**config.mk**
```make
export PLATFORM = sky130hd
export DESIGN_NAME = window_gen_3x3_flat
export DESIGN_NICKNAME = d
export VERILOG_FILES = /design/src/rtl/window_gen_3x3_if.sv /design/src/rtl/window_gen_3x3.sv /design/src/flat_wrapper.sv
export SDC_FILE = /design/constraint.sdc
export NUM_CORES = 1
export LEC_CHECK = 0
export BUFFER_PORTS_ARGS = -buffer_cell sky130_fd_sc_hd__clkbuf_2
export CAP_MARGIN = 20
export CORE_ASPECT_RATIO = 1.75
export CORE_MARGIN = 2
export CORE_UTILIZATION = 45
export CTS_CLUSTER_DIAMETER = 40
export DETAILED_ROUTE_END_ITERATION = 10
export PLACE_DENSITY = 0.69
export SLEW_MARGIN = 5
export SYNTH_ARGS = -nofsm -noshare
export SYNTH_HDL_FRONTEND = slang
export SYNTH_SLANG_ARGS = --single-unit
```
**constraint.sdc**
```tcl
create_clock -name clk -period 3 [get_ports clk]
set_clock_uncertainty 0.2 [all_clocks]
set_input_delay 0.45 -clock clk [delete_from_list [all_inputs] [get_ports clk]]
set_output_delay 0.45 -clock clk [all_outputs]
set_load 0.01 [all_outputs]
```
**src/rtl/window_gen_3x3_if.sv**
```systemverilog
// Pixel-in / window-out signal bundle for window_gen_3x3.
// master drives pixels and start; slave is the window generator.
interface window_gen_3x3_if #(
   parameter int unsigned cell_bit = 8
);
   logic                  start;
   logic [cell_bit-1:0]   in_pixel;
   logic                  in_valid;
   logic [cell_bit*9-1:0] out_window;
   logic                  out_en;
   logic                  out_last;
   logic                  frame_done;
   logic                  busy;

   modport master (
      output start, in_pixel, in_valid,
      input  out_window, out_en, out_last, frame_done, busy
   );

   modport slave (
      input  start, in_pixel, in_valid,
      output out_window, out_en, out_last, frame_done, busy
   );
endinterface

```
**src/rtl/window_gen_3x3.sv**
```systemverilog
// Raster pixel stream to packed 3x3 sliding windows, using two W-deep line buffers
// and a 3x3 register window; a small FSM frames one W*H image per start.
module window_gen_3x3 #(
   parameter int unsigned cell_bit   = 8,
   parameter int unsigned img_width  = 8,
   parameter int unsigned img_height = 8,
   parameter int unsigned cnt_bit    = 4
) (
   input logic               clk,
   input logic               reset,
   window_gen_3x3_if.slave   bus_io
);
   localparam int unsigned        LbAw    = $clog2(img_width);
   localparam logic [cnt_bit-1:0] ColLast = cnt_bit'(img_width - 1);
   localparam logic [cnt_bit-1:0] RowLast = cnt_bit'(img_height - 1);
   localparam logic [cnt_bit-1:0] CntTwo  = cnt_bit'(2);
   localparam logic [cnt_bit-1:0] CntOne  = cnt_bit'(1);

   typedef enum logic [1:0] {StIdle, StActive, StDone} state_e;

   state_e                state_q, state_d;
   logic [cnt_bit-1:0]    col_q, col_d;
   logic [cnt_bit-1:0]    row_q, row_d;
   logic [cell_bit-1:0]   win_q [9];
   logic [cell_bit-1:0]   win_d [9];
   logic [cell_bit-1:0]   lb0_q [img_width];
   logic [cell_bit-1:0]   lb1_q [img_width];
   logic [cell_bit*9-1:0] out_window_q, out_window_d;
   logic                  out_en_q, out_en_d;
   logic                  out_last_q, out_last_d;

   logic                  accept;
   logic                  last_pix;
   logic                  emit;
   logic [LbAw-1:0]       lb_idx;
   logic [cell_bit-1:0]   lb0_out;
   logic [cell_bit-1:0]   lb1_out;

   // A pixel presented together with start is dropped: the frame begins on the next valid.
   assign accept   = (state_q == StActive) && bus_io.in_valid && !bus_io.start;
   assign last_pix = (row_q == RowLast) && (col_q == ColLast);
   assign emit     = accept && (row_q >= CntTwo) && (col_q >= CntTwo);

   assign lb_idx  = col_q[LbAw-1:0];
   assign lb0_out = lb0_q[lb_idx];
   assign lb1_out = lb1_q[lb_idx];

   always_comb begin
      state_d = state_q;
      col_d   = col_q;
      row_d   = row_q;
      if (bus_io.start) begin
         state_d = StActive;
         col_d   = '0;
         row_d   = '0;
      end else begin
         unique case (state_q)
            StIdle: state_d = StIdle;
            StActive: begin
               if (accept) begin
                  if (col_q == ColLast) begin
                     col_d = '0;
                     row_d = last_pix ? '0 : row_q + CntOne;
                  end else begin
                     col_d = col_q + CntOne;
                  end
                  if (last_pix) begin
                     state_d = StDone;
                  end
               end
            end
            StDone:  state_d = StIdle;
            default: state_d = StIdle;
         endcase
      end
   end

   // start also clears the output strobes, so an aborted frame never leaks a window.
   assign out_en_d   = emit;
   assign out_last_d = emit && last_pix;

   always_comb begin
      win_d        = win_q;
      out_window_d = out_window_q;
      if (accept) begin
         for (int r = 0; r < 3; r++) begin
            win_d[r*3]     = win_q[r*3+1];
            win_d[r*3 + 1] = win_q[r*3+2];
         end
         win_d[2] = lb1_out;
         win_d[5] = lb0_out;
         win_d[8] = bus_io.in_pixel;
      end
      if (emit) begin
         for (int k = 0; k < 9; k++) begin
            out_window_d[cell_bit*k +: cell_bit] = win_d[k];
         end
      end
   end

   always_ff @(posedge clk or negedge reset) begin
      if (!reset) begin
         state_q      <= StIdle;
         col_q        <= '0;
         row_q        <= '0;
         out_window_q <= '0;
         out_en_q     <= 1'b0;
         out_last_q   <= 1'b0;
         for (int k = 0; k < 9; k++) begin
            win_q[k] <= '0;
         end
      end else begin
         state_q      <= state_d;
         col_q        <= col_d;
         row_q        <= row_d;
         out_window_q <= out_window_d;
         out_en_q     <= out_en_d;
         out_last_q   <= out_last_d;
         win_q        <= win_d;
      end
   end

   // Line buffers are never cleared; the row/col counters decide when their data is live.
   always_ff @(posedge clk) begin
      if (accept) begin
         lb0_q[lb_idx] <= bus_io.in_pixel;
         lb1_q[lb_idx] <= lb0_out;
      end
   end

   assign bus_io.out_window = out_window_q;
   assign bus_io.out_en     = out_en_q;
   assign bus_io.out_last   = out_last_q;
   assign bus_io.frame_done = (state_q == StDone);
   assign bus_io.busy       = (state_q == StActive);
endmodule

```
**src/flat_wrapper.sv**
```systemverilog
// flat-port wrapper written by rule: the top's interface ports become plain ports
module window_gen_3x3_flat 
#(
   parameter int unsigned cell_bit   = 8,
   parameter int unsigned img_width  = 8,
   parameter int unsigned img_height = 8,
   parameter int unsigned cnt_bit    = 4
)
  (clk, reset, bus_io_start, bus_io_in_pixel, bus_io_in_valid, bus_io_out_window, bus_io_out_en, bus_io_out_last, bus_io_frame_done, bus_io_busy);
  window_gen_3x3_if #(.cell_bit(cell_bit)) bus_io_i ();
  input logic clk;
  input logic reset;
  input wire logic [$bits(bus_io_i.start)-1:0] bus_io_start;
  input wire logic [$bits(bus_io_i.in_pixel)-1:0] bus_io_in_pixel;
  input wire logic [$bits(bus_io_i.in_valid)-1:0] bus_io_in_valid;
  output wire logic [$bits(bus_io_i.out_window)-1:0] bus_io_out_window;
  output wire logic [$bits(bus_io_i.out_en)-1:0] bus_io_out_en;
  output wire logic [$bits(bus_io_i.out_last)-1:0] bus_io_out_last;
  output wire logic [$bits(bus_io_i.frame_done)-1:0] bus_io_frame_done;
  output wire logic [$bits(bus_io_i.busy)-1:0] bus_io_busy;
  assign bus_io_i.start = bus_io_start;
  assign bus_io_i.in_pixel = bus_io_in_pixel;
  assign bus_io_i.in_valid = bus_io_in_valid;
  assign bus_io_out_window = bus_io_i.out_window;
  assign bus_io_out_en = bus_io_i.out_en;
  assign bus_io_out_last = bus_io_i.out_last;
  assign bus_io_frame_done = bus_io_i.frame_done;
  assign bus_io_busy = bus_io_i.busy;
  window_gen_3x3 #(.cell_bit(cell_bit), .img_width(img_width), .img_height(img_height), .cnt_bit(cnt_bit)) u_core (.clk(clk), .reset(reset), .bus_io(bus_io_i));
endmodule
```
======== After elaboration in Yosys (flattened, before gate mapping) ========
Memory sizes are Yosys's and may differ from the RTL's.
Cells that the tools add are included.
storage, ports and cells
  register bits after elaboration ......... 156
  memory bits (writable) .................. 128
  input port bits ......................... 12
  logic and storage cells ................. 56
  memories kept ........................... 2
memory list
  memory        words  bits a word  read ports  clocked after Yosys merged registers in  write ports  RTL line              source
  u_core.lb0_q  8      8            1           0                                        1            window_gen_3x3.sv:26  logic [cell_bit-1:0] lb0_q [img_width];
  u_core.lb1_q  8      8            1           0                                        1            window_gen_3x3.sv:27  logic [cell_bit-1:0] lb1_q [img_width];
cells by class
  add/sub/neg operators ................... 2
  order comparisons ....................... 2
  equal/unequal tests ..................... 6
  mux-type cells .......................... 16
  reductions and logical operators ........ 13
operators by type and width
  cell                                                                    count
  72-bit 2-to-1 mux                                                       1
  4-bit 2-to-1 mux                                                        9
  4-bit by 1-bit adder with 4-bit output (second input constant)          2
  4-bit by 3-bit == test with 1-bit output (second input constant)        2
  4-bit by 2-bit >= comparator with 1-bit output (second input constant)  2
  2-bit 2-to-1 mux                                                        4
  1-bit logical AND                                                       6
  3-bit by 2-bit != test with 1-bit output (second input constant)        2
  2-bit nonzero test                                                      3
  2-bit AND reduction                                                     2
  3-bit AND reduction                                                     1
  2-bit by 1-bit == test with 1-bit output (second input constant)        1
  2-bit == test (second input constant)                                   1
  1-bit 2-to-1 mux                                                        2
  1-bit logical NOT                                                       1

======== Logic depth before layout (Yosys ltp) ========
  depth in word-level cells ............... 7
  gate-level depth with buffers ........... 9
  gate-level depth less buffers ........... 6

======== Worst setup path after synthesis ========
No wires, ideal clock.
  path type ............................... input port to flip-flop
  start ................................... in bus_io_start
  end ..................................... mem u_core.lb0_q[0][0], enable pin
  setup time .............................. 0.409 ns
  data arrival time ....................... 2.528 ns
  data required time ...................... 2.391 ns
  slack ................................... -0.137 ns
  stages on the path ...................... 7
  path through ............................ nand4bb_1 > buf_2 > buf_6 > buf_6 > buf_2 > buf_2 > nor3_1
between the ends
  word-level cells in the longest chain between the ends .. 4
RTL lines
  what                                    RTL line               source
  start: declaration                      flat_wrapper.sv:13     input wire logic [$bits(bus_io_i.start)-1:0] bus_io_start;
  1-bit logical NOT                       window_gen_3x3.sv:40   assign accept = (state_q == StActive) && bus_io.in_valid && !bus_io.start;
  1-bit logical AND                       window_gen_3x3.sv:40
  1-bit 2-to-1 mux                        window_gen_3x3.sv:125  if (accept) begin
  1-bit 2-to-1 mux (implied by the code)  window_gen_3x3.sv:126  lb0_q[lb_idx] <= bus_io.in_pixel;
  end: declaration                        window_gen_3x3.sv:26
Every way passes these cells.

======== Final worst setup path ========
  start ................................... reg u_core.col_q[2]
  end ..................................... mem u_core.lb1_q[3][5], enable pin
RTL lines
  what                      RTL line               source
  start: declaration        window_gen_3x3.sv:22   logic [cnt_bit-1:0] col_q, col_d;
  start signal: assignment  window_gen_3x3.sv:114  col_q <= col_d;
  end: declaration          window_gen_3x3.sv:27
Straight into the memory's write port.

==> qor.csv <==
metric,value,unit
filler cell count,1923,
Tot Pwr,8.54,mW
# resized after CTS,0,
number of port buffers,87,
hold depth,3,
CP startpoint kind,flip-flop,
core area,23900,µm²
Row Count,75,
clock sink count,284,
Commonest cells post-synth,"156 x dfrtp_1, 128 x edfxtp_1, 105 x mux2_2",
synth top area cells,"dfrtp_1 36%, edfxtp_1 35%, mux2_2 11%",
CTS tree,built,
Slew Limit Fails,0,
Root Driver,clkbuf_16,
WS Path Type,flip-flop to flip-flop,
RSZ-0062 raised after global routing,no,
"EDFF count, synth",128,
final net count,801,
pre-CTS setup slack,429,ps
GRT Overall Usage,0.175,
number of hold buffers added after CTS,2,
Die H,210,µm
Initial DRC Count,373,
DRC viols,0,
Crit. End Element,flip-flop,
WL per Instance,19.5,µm
worst path arrival time,2590,ps
initial antenna violation count,0,
Worst EP required,3040,ps
IO Pins,88,
"CP delay by family, top",simple AND/OR/NAND/NOR gates,
vias per cell,5.34,
post-synthesis async set-or-reset flop share,0.549,
critical path peak fanout,19,
Critical Path Max Stage Delay,650,ps
Worst-Margin Slew,740,ps
clk_lat worst skew,540,ps
die area,25600,µm²
Yosys top cell by area,dfrtp_1,
first-pass GRT wire length,35000,µm
post-CTS setup buffers,0,
clk slew on worst S/H paths,70,ps
Max Cap Violations,0,
total CTS buffers,26,
Max-Slew Margin vs Limit,0.504,
gr ovfl total,0,
synthesized cell area,10900,µm²
pin count of the biggest net entering global routing,81,
Synth Net Count,680,
htree depth,1,
Die W,122,µm
stages on the worst setup path,4,
Antenna diodes,0,
worst setup margin,449,ps
PwrDens,664,nW/µm²
Max Freq,392,MHz
initial core utilization,0.456,
Synth Area per Inst,16.4,µm²
CP bufs+invs,2,
"Slowest-stage cell, CP",dfrtp_1,
count of different cell masters after synthesis,49,
Lkg Pwr,5.43,nW
DR vias,5938,
hold crit path type,input pin to flip-flop,
crit path cell chain,buf_4 -> nand2b_1 -> nor3_2 -> buf_4,
CP most frequent cell,buf_4,
Placed Cells,1063,
Final GP Congestion,0.851,
YS warnings,0,
area share of the largest cell type after synthesis,0.357,
worst vdd ir,0.407,mV
clock period minus worst slack,2550,ps
P&R area growth vs syn,17.6,%
synthesized instance count,664,
Total Wirelength,21600,µm
register area share after synthesis,0.709,
fin cells,1112,
vias in the first global route,6556,
Final Hold Fails,0,
Antenna Nets Post-Route,0,
maximum root-to-sink buffer count,3,
Final setup viols,0,
share of cells above drive strength 1,0.377,
detailed placement HPWL,14900,µm
status,"finished, final reports clean",
most frequent cell after synthesis,dfrtp_1,
WHS,28.4,ps
fin crit share,0.850,
Worst Reg-to-Reg Cells,4,
TritonRoute pass-1 iters,4,
Seq cells post-synth,284,
Main synth FF type,dfrtp_1,
[per-layer routing]
metal  global-route usage  vias up  wire, µm  share of wire
li1                     -     2725         -              -
met1                0.199     3030      8010           0.37
met2                0.323      139     11900           0.55
met3               0.0262       44       971          0.045
met4               0.0749        0       726          0.034
met5                    0        -         0              0
[metrics by stage]
step	util	setup TNS, ps	area (µm²)
floorplan	-	-10350	10900
global placement	0.499	0	12000
detailed placement	0.499	0	12000
CTS	0.537	0	12800
global route	0.537	0	12800
finish	0.537	0	12800
[registers in the layout (all words and copies together), names as in the netlist]
name                      cells
u_core.bus_io.out_window     72
u_core.col_q                  4
u_core.bus_io.out_last        1
u_core.win_q                 72
u_core.lb0_q                 64
u_core.bus_io.out_en          1
u_core.lb1_q                 64
u_core.row_q                  4
u_core.state_q                2
[cell usage in the layout (no fill, tap or decap), types with 4 or more instances in the layout]
master       n
a211oi_1     7
a21oi_1     25
mux2_2     105
nor2_1      27
nand2_1     23
a22o_1       4
edfxtp_1   128
a32oi_1      9
mux2_1       8
o21ai_0     20
buf_4       36
nor2b_1      6
buf_12       7
dfrtp_1    155
nand3_1      4
inv_1       14
clkbuf_16   27
clkbuf_2    88
mux4_2      14
nor3_1       4
ha_1         4
clkinv_4     4
nor3_2       5
mux2i_1     17
[worst register-to-register path, cell delays in order (launching register included)]
cell	delay, ps
dfrtp_1	650
buf_4	350
nand2b_1	180
nor3_2	570
buf_4	310
[kinds of logic after synthesis]
kind of cell               count (synthesis)  synth area share
AOI/OAI and AO/OA                         76            0.0449
xor gates and xnor gates                   4           0.00321
adders and majority gates                  4           0.00458
buffers and inverters                     53            0.0277
DFF                                      284             0.709
muxes                                    144             0.161
and+or+nand+nor                           99            0.0493
[final timing paths]
kind                             startpoint                           end  slack (ps)
setup / recovery            u_core.col_q[2]            u_core.lb1_q[3][5]         450
hold / removal              bus_io_in_valid             u_core.state_q[0]          30
setup reg to reg            u_core.col_q[2]            u_core.lb1_q[3][5]         450
hold reg to reg            u_core.win_q[53]              u_core.win_q[53]         280
max in group asynchronous             reset               u_core.col_q[1]        1610
min in group asynchronous             reset  u_core.bus_io.out_window[29]         290
[area by class of cell]
type                    instances  area [µm²]  share of cell area
clock inverters                13         150              0.0117
clock buffers                  34         724              0.0564
multi-input cells             327        2910               0.227
inverters                      14        52.6             0.00409
well taps                     308         385              0.0300
flip-flops and latches        284        7750               0.603
repair buffers                132         872              0.0679
[where the power goes]
| part | switching [mW] | internal [mW] |
|---|---|---|
| combinational | 0.396 | 0.324 |
| sequential | 0.116 | 4.38 |
| clock | 1.42 | 1.90 |
No activity file was read; power rests on OpenSTA's default activity.
